**src/rtl/mem_arbiter.sv**
```systemverilog
// Shares the single physical-memory port between the I-cache and D-cache.
// D-cache has priority, with a streak counter guaranteeing the I-cache a turn.
module mem_arbiter #(
  parameter int unsigned ADDR_W       = 32,
  parameter int unsigned LINE_W       = 256,
  parameter int unsigned STARVE_LIMIT = 3
) (
  input  logic              clk,
  input  logic              rst,
  input  logic              i_read,
  input  logic [ADDR_W-1:0] i_addr,
  output logic [LINE_W-1:0] i_rdata,
  output logic              i_resp,
  input  logic              d_read,
  input  logic              d_write,
  input  logic [ADDR_W-1:0] d_addr,
  input  logic [LINE_W-1:0] d_wdata,
  output logic [LINE_W-1:0] d_rdata,
  output logic              d_resp,
  output logic              pmem_read,
  output logic              pmem_write,
  output logic [ADDR_W-1:0] pmem_addr,
  output logic [LINE_W-1:0] pmem_wdata,
  input  logic [LINE_W-1:0] pmem_rdata,
  input  logic              pmem_resp
);

  localparam int unsigned SW = $clog2(STARVE_LIMIT + 1);

  localparam logic [1:0] IDLE   = 2'd0;
  localparam logic [1:0] I_BUSY = 2'd1;
  localparam logic [1:0] D_BUSY = 2'd2;
  localparam logic [1:0] RESP   = 2'd3;

  logic [1:0]        state, state_nxt;
  logic [SW-1:0]     d_streak, streak_nxt;
  logic              read_nxt, write_nxt;
  logic [ADDR_W-1:0] addr_nxt;
  logic [LINE_W-1:0] wdata_nxt;
  logic              i_resp_nxt, d_resp_nxt;
  logic [LINE_W-1:0] i_rdata_nxt, d_rdata_nxt;
  logic              d_req;
  logic              streak_full;

  assign d_req       = d_read | d_write;
  assign streak_full = (d_streak == SW'(STARVE_LIMIT));

  // The pmem output registers double as the transaction register; the
  // rdata output registers double as the line buffer.
  always_comb begin
    state_nxt   = state;
    streak_nxt  = d_streak;
    read_nxt    = pmem_read;
    write_nxt   = pmem_write;
    addr_nxt    = pmem_addr;
    wdata_nxt   = pmem_wdata;
    i_resp_nxt  = 1'b0;
    d_resp_nxt  = 1'b0;
    i_rdata_nxt = '0;
    d_rdata_nxt = '0;
    case (state)
      IDLE: begin
        if (d_req && !(i_read && streak_full)) begin
          state_nxt  = D_BUSY;
          read_nxt   = ~d_write;
          write_nxt  = d_write;
          addr_nxt   = d_addr;
          wdata_nxt  = d_wdata;
          if (i_read) begin
            streak_nxt = streak_full ? d_streak : SW'(d_streak + SW'(1));
          end else begin
            streak_nxt = '0;
          end
        end else if (i_read) begin
          state_nxt  = I_BUSY;
          read_nxt   = 1'b1;
          write_nxt  = 1'b0;
          addr_nxt   = i_addr;
          wdata_nxt  = '0;
          streak_nxt = '0;
        end
      end
      I_BUSY, D_BUSY: begin
        if (pmem_resp) begin
          state_nxt = RESP;
          read_nxt  = 1'b0;
          write_nxt = 1'b0;
          addr_nxt  = '0;
          wdata_nxt = '0;
          if (state == I_BUSY) begin
            i_resp_nxt  = 1'b1;
            i_rdata_nxt = pmem_rdata;
          end else begin
            d_resp_nxt  = 1'b1;
            d_rdata_nxt = pmem_write ? '0 : pmem_rdata;
          end
        end
      end
      RESP:    state_nxt = IDLE;
      default: state_nxt = IDLE;
    endcase
  end

  always_ff @(posedge clk) begin
    if (rst) begin
      state      <= IDLE;
      d_streak   <= '0;
      pmem_read  <= 1'b0;
      pmem_write <= 1'b0;
      pmem_addr  <= '0;
      pmem_wdata <= '0;
      i_resp     <= 1'b0;
      d_resp     <= 1'b0;
      i_rdata    <= '0;
      d_rdata    <= '0;
    end else begin
      state      <= state_nxt;
      d_streak   <= streak_nxt;
      pmem_read  <= read_nxt;
      pmem_write <= write_nxt;
      pmem_addr  <= addr_nxt;
      pmem_wdata <= wdata_nxt;
      i_resp     <= i_resp_nxt;
      d_resp     <= d_resp_nxt;
      i_rdata    <= i_rdata_nxt;
      d_rdata    <= d_rdata_nxt;
    end
  end

endmodule

```
**config.mk**
```make
export PLATFORM = sky130hd
export DESIGN_NAME = mem_arbiter
export DESIGN_NICKNAME = d
export VERILOG_FILES = /design/src/rtl/mem_arbiter.sv
export SDC_FILE = /design/constraint.sdc
export NUM_CORES = 1
export LEC_CHECK = 0
export ABC_AREA = 1
export CAP_MARGIN = 40
export CORE_AREA = 2 2 545 547
export CTS_BUF_LIST = sky130_fd_sc_hd__clkbuf_4 sky130_fd_sc_hd__clkbuf_8 sky130_fd_sc_hd__clkbuf_16
export DETAILED_ROUTE_END_ITERATION = 10
export DIE_AREA = 0 0 547 549
export SYNTH_ARGS = -nofsm -noshare
export SYNTH_HDL_FRONTEND = slang
export SYNTH_SLANG_ARGS = --single-unit
```
**constraint.sdc**
```tcl
create_clock -name clk -period 4.5 [get_ports clk]
set_clock_uncertainty 0.15 [all_clocks]
set_input_delay 0.675 -clock clk [delete_from_list [all_inputs] [get_ports clk]]
set_output_delay 0.675 -clock clk [all_outputs]
set_load 0.02 [all_outputs]
```
# After elaboration in Yosys (flattened, before gate mapping)
# Index checks and enable logic that the tools add are counted.
# Widths: inputs -> output; s select.
dict set report classes {
  n_addsub 1
  n_mul 0
  div_mod_pow 0
  magnitude_cmp 0
  n_eq_ne 7
  shift 0
  muxes 25
  n_bitwise 5
  n_reduce_logical 13
}
# cell count
set op_table {}
lappend op_table {{$mux 256} 3}
lappend op_table {{$pmux 256 s2} 1}
lappend op_table {{$mux 32} 3}
lappend op_table {{$pmux 32 s2} 1}
lappend op_table {{$mux 2} 7}
lappend op_table {{$mux 1} 7}
lappend op_table {{$eq 2x2->1 const B} 3}
lappend op_table {{$ne 3x3->1 const B} 2}
lappend op_table {{$pmux 2 s3} 1}
lappend op_table {{$reduce_and 3->1} 2}
lappend op_table {{$reduce_or 5->1} 1}
lappend op_table {{$not 1->1} 4}
lappend op_table {{$pmux 1 s2} 2}
lappend op_table {{$reduce_bool 2->1} 2}
lappend op_table {{$reduce_or 4->1} 1}
lappend op_table {{$reduce_or 3->1} 1}
lappend op_table {{$add 2x1->2 const B} 1}
lappend op_table {{$eq 2x1->1 const B} 1}
lappend op_table {{$logic_and 1x1->1} 2}
lappend op_table {{$logic_not 2->1} 1}
lappend op_table {{$ne 2x2->1 const B} 1}
lappend op_table {{$reduce_and 2->1} 1}
lappend op_table {{$reduce_or 2->1} 1}
lappend op_table {{$logic_not 1->1} 1}
lappend op_table {{$or 1x1->1} 1}
dict set report totals {
  regBits 808
  latchBits 0
  ram_bits 0
  rom_bits 0
  in_bits 582
  output_inout_bits 804
  word_cells 61
  memories 0
}

# Logic depth before layout (Yosys ltp)
# Gate-level depths: netlist of the first run.
dict set report logic_depth {
  ltp_word 6
  depth_mapped 11
  depth_no_buf 9
}

# Worst setup path after synthesis of the first run
# Ideal clock, no wire load.
dict set report synth_timing {
  path_kind {reg2reg}
  start {register state[0]}
  end {register pmem_wdata[163]}
  setup_time_ns 0.114
  arrival_ns 1.599
  path_slack_ns 2.637
  path_stages_with_launch 10
  period_less_slack_ns 1.863
  path_cell_list {dfxtp_1 > inv_1 > ha_1 > buf_4 > o21ai_2 > nand2_2 > buf_4 > buf_2 > a21oi_1 > nor2_1}
}
dict set report synth_via {
  elab_chain_len 4
}
# item line_no
set synth_lines {}
lappend synth_lines {{start: declaration} 35} ;# logic [1:0] state, state_nxt;
lappend synth_lines {{start signal: assignment} 117} ;# state <= state_nxt;
lappend synth_lines {{$eq 2x1->1 or $eq 2x2->1 (tied branches)} 61} ;# case (state)
lappend synth_lines {{$reduce_or 2->1} 61}
lappend synth_lines {{$ne 2x2->1 (no source line) or $reduce_bool 2->1 (tied branches)} -}
lappend synth_lines {{$reduce_and 3->1 (no source line)} -}
lappend synth_lines {{end signal: assignment} 122} ;# pmem_wdata <= wdata_nxt;
lappend synth_lines {{end: declaration} 23} ;# output logic [LINE_W-1:0] pmem_wdata,
# Parallel ways exist; a longest one is shown, timed or not.
# A chain may end at the register's enable or synchronous reset.

# Final worst setup path of the first run
dict set report layout_timing {
  start {register pmem_wdata[130]}
  end {output pmem_wdata[130]}
}
# No word-level cell between the ends.

==> reports/qor_table.md, run 1 <==
| Quantity | This run | Unit |
| --- | --- | --- |
| Power density relative to cell area | 643 | nW/um2 |
| Path depth of the worst reg2reg path | 8 | - |
| Worst setup slack after layout | 1560 | ps |
| CTS resizes | 0 | - |
| Count of cells along the worst hold path | 3 | - |
| Leak pwr | 20.4 | nW |
| Port-buffer cells | 1385 | - |
| # Post-CTS Setup Buffers | 0 | - |
| DP Wirelength | 166000 | um |
| Largest fanout on the critical path | 2 | - |
| Number of buffers created by CTS | 97 | - |
| Clock tree from TritonCTS | built | - |
| Global-route total usage across every layer | 12.4 | % |
| Die height | 549 | um |
| Setup repair after global routing missed its margin | false | - |
| Delay-heaviest family, CP | buffers and inverters | - |
| Max clock buf depth | 4 | - |
| Die extent in x | 547 | um |
| Fillers | 33.2k | - |
| Sort of element at the start of the critical path | register | - |
| H-tree depth | 3 | - |
| Critical path class | reg2out | - |
| Total negative slack for setup checks | 0 | ps |
| Total of warnings raised by yosys | 0 | - |
| Final routed wirelength across all metal layers | 195000 | um |
| Max-cap violations | 0 | - |
| Status | finished clean | - |
| Synth-to-Final Area Change | 80.7 | % |
| Sink Count | 808 | - |
| Maximum number of pins on one net before global-route repair | 148 | - |
| FF-to-FF End | pmem_wdata[162]$_SDFFE_PP0P_ | - |
| CP Capture Type | output pin | - |
| Syn_nets | 4021 | - |
| Hold WC Path Type | in2reg | - |
| Clk_lat worst skew | 780 | ps |
| Sequential fraction of the synthesis area | 59.9 | % |
| Worst setup startpoint | pmem_wdata[130]$_SDFFE_PP0P_ | - |
| Antenna violations before repair | 153 | - |
| Mean post-synth cell area | 7.86 | um2 |
| Synthesized instance count | 3435 | - |
| Number of stages on the worst setup path | 1 | - |
| Ratio of routed vias to standard cells | 3.00 | - |
| End point of the critical path | pmem_wdata[130] | - |
| Clock slew at reported path FFs | 60 | ps |
| Pre-CTS WS | 1180 | ps |
| Core outline area | 295000 | um2 |
| CP Buf/Inv Count | 1 | - |
| Placement row count | 200 | - |
| Highest Clock Rate | 341 | MHz |
| Flop2flop setup slack | 1650 | ps |
| Number of DRC markers after the initial detailed-route iteration | 1569 | - |
| GRT Residual Overflow | 0 | - |
| Distinct cell type count after synthesis | 24 | - |
| Total via count after detailed routing | 26.6k | - |
| Number of setup violations in the final report | 0 | - |
| Crit path time final | 2940 | ps |
| Detail Route Antenna Nets | 0 | - |
| Portion of the clock cycle consumed by the worst path in the final layout | 65.2 | % |
| Final Hold Vio Count | 0 | - |
| Cell area after synthesis | 27000 | um2 |
| Transition time at the pin with the least slew margin | 967 | ps |
| Nets | 5359 | - |
| Clock tree root driver cell | sky130_fd_sc_hd__clkbuf_16 | - |
| Critical Path RT | 3670 | ps |
| Startpoint of the worst register-to-register path | state[0]$_SDFFE_PP0P_ | - |
| Max Transition Viols Final | 0 | - |
| Yosys reg bits | 808 | - |
| Tightest slew margin relative to the limit | 35.6 | % |
| Number of global-route vias before repair | 25.1k | - |
| Wire length of the first global-routing pass | 246000 | um |
| Critical-path cell with the highest stage delay | sky130_fd_sc_hd__clkdlybuf4s50_1 | - |
| Routed wire length per instance | 22.1 | um |
| Hold-fix buffers at CTS | 0 | - |
| Slowest stage delay, CP | 950 | ps |
| Die Footprint | 300000 | um2 |
| Initial Utilization | 9.15 | % |
| Total DRC errors in the routed layout | 0 | - |
| Worst-case vdd ir drop | 588 | uV |
| Critical-path cell list | clkdlybuf4s50_1 | - |
| Top-Level Pins | 1386 | - |
| Fraction of final layout cells sized beyond drive strength 1 | 5.07 | % |
| GPL Wtd Cong | 0.921 | - |
| Arr. time, crit path | 2110 | ps |
| DRT Pass-1 Iters | 5 | - |
## worst min-delay path by stage
stage | from | to
global placement | state[1]$_SDFFE_PP0P_ | state[1]$_SDFFE_PP0P_
finish | pmem_rdata[32] | d_rdata[32]$_SDFF_PP0_
floorplan | state[1]$_SDFFE_PP0P_ | state[1]$_SDFFE_PP0P_
CTS | pmem_rdata[228] | i_rdata[228]$_SDFF_PP0_
global route | pmem_rdata[228] | i_rdata[228]$_SDFF_PP0_
detailed placement | state[1]$_SDFFE_PP0P_ | state[1]$_SDFFE_PP0P_
## power breakdown
part	switching (mW)	internal (mW)
Combinational	8.86	4.91
Clock	3.49	4.92
Sequential	0.657	8.54
Total	13.0	18.4
## logic make-up after synthesis
kind of cell | after synthesis | synth area share, %
AOI/OAI and AO/OA | 265 | 4.92
and+or+nand+nor | 1538 | 22.1
DFF | 808 | 59.9
adders and majority gates | 4 | 0.185
buffers and inverters | 820 | 12.9
## layout make-up
cell class	count	area (um2)	share of cell area [%]
Antenna cell	60	150	0.308
Clock buffer	131	2800	5.73
Clock inverter	45	589	1.21
Timing Repair Buffer	1439	14400	29.6
Sequential cell	808	16200	33.1
Inverter	620	2340	4.80
Tap cell	3939	4930	10.1
Multi-Input combinational cell	1807	7400	15.1
## synthesized netlist by cell type, drive strengths merged
cell / n / area, um2
o21ai: 5 / 28.8
clkbuf: 28 / 105
nor3: 1 / 5.00
nor2: 813 / 3070
dfxtp: 808 / 16200
nand3: 69 / 350
nand4: 32 / 200
ha: 4 / 50.1
nand2: 622 / 2350
a21oi: 260 / 1300
inv: 620 / 2330
or2: 1 / 6.26
buf: 172 / 1040
## placed cells by master (no fill, tap or decap), types with 4 or more instances in the layout
cell                              instances
sky130_fd_sc_hd__clkbuf_4                16
sky130_fd_sc_hd__nor2_1                 811
sky130_fd_sc_hd__clkinv_2                17
sky130_fd_sc_hd__clkbuf_8                18
sky130_fd_sc_hd__o21ai_0                  4
sky130_fd_sc_hd__buf_12                  10
sky130_fd_sc_hd__clkinv_4                 5
sky130_fd_sc_hd__clkdlybuf4s50_1       1384
sky130_fd_sc_hd__dfxtp_1                808
sky130_fd_sc_hd__inv_6                    4
sky130_fd_sc_hd__clkbuf_16               97
sky130_fd_sc_hd__inv_1                  616
sky130_fd_sc_hd__a21oi_1                260
sky130_fd_sc_hd__ha_1                     4
sky130_fd_sc_hd__clkinv_8                 4
sky130_fd_sc_hd__nand4_1                 32
sky130_fd_sc_hd__buf_4                   40
sky130_fd_sc_hd__nand3_1                 67
sky130_fd_sc_hd__nand2_1                617
sky130_fd_sc_hd__bufinv_16                9
sky130_fd_sc_hd__diode_2                 60
sky130_fd_sc_hd__clkinvlp_4               4
## flip-flops by register name, summed over array words and instances, names as in the netlist
name,cells
d_rdata,256
d_resp,1
d_streak,2
i_rdata,256
i_resp,1
pmem_addr,32
pmem_read,1
pmem_wdata,256
pmem_write,1
state,2
## per-stage QoR
stage,power [mW],instances,utilization [%],cell area [um2],hold WS [ps]
floorplan,17.4,3435,-,27000,294
global placement,23.1,8608,15.3,45200,304
detailed placement,23.3,8613,15.3,45300,307
CTS,31.9,8789,16.5,48700,179
global route,33.7,8826,16.5,48800,212
finish,31.4,8849,16.5,48800,266
## layer usage
layer  wire length, um  share of wire, %  track usage (%)  vias to the layer above
met3             29800                15             8.39                      402
met1             67400                35             12.3                    11900
li1                  -                 -                -                    12800
met4              7160               3.7             5.05                       26
met2             90800                46             20.3                     1441
met5               166             0.085                0                        -
No activity file was read; power rests on OpenSTA's default activity.
==> inputs of run 2 (changes only) <==
- clock period: 4.5 -> 2.8 ns (I/O delays scaled with it)
==> run 2 against run 1 <==
Worst hold slack worse by 190 ps. Critical endpoint is now pmem_wdata[156]. Largest power group unchanged. Register-to-register slack worse by 1200 ps. First-iteration DRC count is 7.8% higher. Total power is 63% higher. Setup slack worse by 1400 ps. Global-route usage hardly changed. Cell area is 4.0% higher.
==> reports/qor_table.md, run 2 (synthesis results as in run 1) <==
| Quantity | This run | Unit | Delta |
| --- | --- | --- | --- |
| Status | finished clean | - |  |
| H-tree depth | 3 | - | unchanged |
| Combined area of the multi-input logic cells | 7400 | um2 | unchanged |
| CP Buf/Inv Count | 1 | - | unchanged |
| Internal power contribution | 30.2 | mW | +64% |
| Clock slew at reported path FFs | 70 | ps | about the same |
| DP Wirelength | 167000 | um | +0.75% |
| Ratio of routed vias to standard cells | 3.04 | - | +1.1% |
| Area of placed instances | 45600 | um2 | +0.80% |
| Tightest slew margin relative to the limit | 26.4 | % | -9.2 points |
| Proportion of power drawn by the clock network | 25.7 | % | -1.1 points |
| Switching component of the power | 21.0 | mW | +62% |
| CTS resizes | 0 | - | unchanged |
| Die height | 549 | um | unchanged |
| Worst setup startpoint | pmem_wdata[156]$_SDFFE_PP0P_ | - |  |
| Die Footprint | 300000 | um2 | unchanged |
| Flop2flop setup slack | 460 | ps | -1190 ps |
| FF/Latch Area | 16200 | um2 | unchanged |
| Fillers | 33.1k | - | -0.34% |
| Crit path time final | 2660 | ps |  |
| Commonest non-fill, non-tap cell in the layout | sky130_fd_sc_hd__clkdlybuf4s50_1 | - |  |
| Startpoint of the worst register-to-register path | state[0]$_SDFFE_PP0P_ | - |  |
| DRT Pass-1 Iters | 7 | - | +2 |
| Core outline area | 295000 | um2 | unchanged |
| GRT Residual Overflow | 0 | - | unchanged |
| Critical-path cell list | clkdlybuf4s50_1 | - |  |
| Delay-heaviest family, CP | buffers and inverters | - |  |
| Final cell area excluding filler cells | 50800 | um2 | +4.0% |
| Portion of the clock cycle consumed by the worst path in the final layout | 95.0 | % |  |
| Hold WC Path Type | in2reg | - |  |
| Die extent in x | 547 | um | unchanged |
| Detail Route Antenna Nets | 0 | - | unchanged |
| Biggest regs | d_rdata x256, i_rdata x256, pmem_wdata x256 | - |  |
| Initial Utilization | 9.15 | % | unchanged |
| Global-route total usage across every layer | 12.5 | % | +0.037 points |
| Path depth of the worst reg2reg path | 9 | - | +1 |
| Maximum number of pins on one net before global-route repair | 149 | - | +0.68% |
| Fraction of final layout cells sized beyond drive strength 1 | 5.31 | % | +0.24 points |
| Power density relative to cell area | 1010 | nW/um2 | +57% |
| Setup repair after global routing missed its margin | false | - |  |
| # Post-CTS Setup Buffers | 0 | - | unchanged |
| Max clock buf depth | 4 | - | unchanged |
| Transition time at the pin with the least slew margin | 1100 | ps | +138 ps |
| Number of buffers created by CTS | 98 | - | +1.0% |
| Combinational fraction of design power | 45.4 | % | +1.5 points |
| Port-buffer cells | 1385 | - | unchanged |
| Clock tree root driver cell | sky130_fd_sc_hd__clkbuf_16 | - |  |
| Total via count after detailed routing | 27.4k | - | +3.1% |
| Highest Clock Rate | 376 | MHz |  |
| Sink Count | 808 | - | unchanged |
| CP Capture Type | output pin | - |  |
| Arr. time, crit path | 2090 | ps | -20 ps |
| Clock tree from TritonCTS | built | - |  |
| Final routed wirelength across all metal layers | 196000 | um | about the same |
| Final Hold Vio Count | 0 | - | unchanged |
| Critical path class | reg2out | - |  |
| Power Total | 51.2 | mW | +63% |
| Largest fanout on the critical path | 2 | - | unchanged |
| Worst-case vdd ir drop | 832 | uV | +42% |
| GRT met2 Usage | 21.0 | % | +0.67 points |
| Top-Level Pins | 1386 | - | unchanged |
| Number of stages on the worst setup path | 1 | - | unchanged |
| Part of the power in registers | 28.9 | % | -0.4 points |
| Total negative slack for setup checks | 0 | ps | unchanged |
| Clk_lat worst skew | 820 | ps | +40 ps |
| Highest-count cells in the layout ignoring fill and taps | sky130_fd_sc_hd__clkdlybuf4s50_1 (1380), sky130_fd_sc_hd__nor2_1 (811), sky130_fd_sc_hd__dfxtp_1 (808) | - |  |
| Number of global-route vias before repair | 26.1k | - | +3.9% |
| Antenna violations before repair | 152 | - | -0.65% |
| Critical-path cell with the highest stage delay | sky130_fd_sc_hd__clkdlybuf4s50_1 | - |  |
| End point of the critical path | pmem_wdata[156] | - |  |
| Total DRC errors in the routed layout | 0 | - | unchanged |
| Fraction of power spent switching nets | 41.1 | % | -0.39 points |
| Placement row count | 200 | - | unchanged |
| Routed wire length per instance | 21.7 | um | -1.8% |
| GPL Wtd Cong | 0.894 | - | -3.0% |
| Utilization of the core after routing | 17.2 | % | +0.66 points |
| Global routing's busiest layer | met2 | - |  |
| Max Transition Viols Final | 0 | - | unchanged |
| Number of setup violations in the final report | 0 | - | unchanged |
| Nets | 5565 | - | +3.8% |
| Hold WS | 77.4 | ps | -188 ps |
| FF-to-FF End | pmem_wdata[104]$_SDFFE_PP0P_ | - |  |
| Slowest stage delay, CP | 940 | ps | about the same |
| Synth-to-Final Area Change | 88.0 | % |  |
| Sort of element at the start of the critical path | register | - |  |
| Critical Path RT | 2230 | ps | -1440 ps |
| Max-cap violations | 0 | - | unchanged |
| Leak pwr | 21.3 | nW | +4.4% |
| Wire length of the first global-routing pass | 249000 | um | +1.1% |
| Met3 Use GR | 7.66 | % | -0.73 points |
| Number of DRC markers after the initial detailed-route iteration | 1692 | - | +7.8% |
| Met1 track demand over resource | 12.8 | % | +0.46 points |
[run 2: cell count changes in the layout (fill, tap and decap cells not counted), sizes merged]
| cell | delta |
|---|---|
| clkinv | -7 |
| buf | +31 |
| dlygate4sd3 | +178 |
| inv | +4 |
| clkinvlp | +1 |
| clkbuf | -5 |
| bufinv | -2 |
| diode | -22 |
| clkdlybuf4s50 | -4 |
[run 2: cell type report]
type	count	area share [%]
inverters	620	4.61
clock buffers	126	5.40
flip-flops and latches	808	31.9
clock inverters	41	0.986
diodes	38	0.187
multi-input cells	1807	14.6
repair buffers	1644	32.7
well taps	3939	9.71
[run 2: power by group through the flow]
stage                     clock network (mW)  logic, mW  registers (mW)
after floorplan                            0       10.6            17.3
after global placement                     0       23.1            15.0
after detailed placement                   0       23.2            15.0
after CTS                               13.6       23.7            14.8
after global routing                    14.0       25.9            15.0
final                                   13.1       23.3            14.8
[run 2: how the worst min path moves through the flow]
stage | startpoint | end | slack (ps) | cells past startpoint
floorplan | state[1]$_SDFFE_PP0P_ | state[1]$_SDFFE_PP0P_ | 290 | 2
global placement | state[1]$_SDFFE_PP0P_ | state[1]$_SDFFE_PP0P_ | 310 | 2
detailed placement | state[1]$_SDFFE_PP0P_ | state[1]$_SDFFE_PP0P_ | 320 | 2
CTS | pmem_rdata[79] | d_rdata[79]$_SDFF_PP0_ | 0.4 | 3
global route | pmem_rdata[145] | i_rdata[145]$_SDFF_PP0_ | 30 | 3
finish | pmem_rdata[57] | i_rdata[57]$_SDFF_PP0_ | 80 | 3
[run 2: per-stage QoR]
step	worst slack, ps	cells
floorplan	937	3435
global placement	252	8640
detailed placement	214	8640
CTS	3.30	8985
global route	9.63	9006
finish	139	9023
[run 2: timing repair]
action                                  CTS  global route
hold buffers                            178             0
endpoints found under the setup margin    0             0
endpoints found under the hold margin   332             0
[run 2: routing by layer]
metal | up-vias | wire length, um
li1 | 13200 | -
met1 | 12300 | 68700
met5 | - | 317
met2 | 1509 | 91000
met4 | 26 | 7290
met3 | 421 | 28200
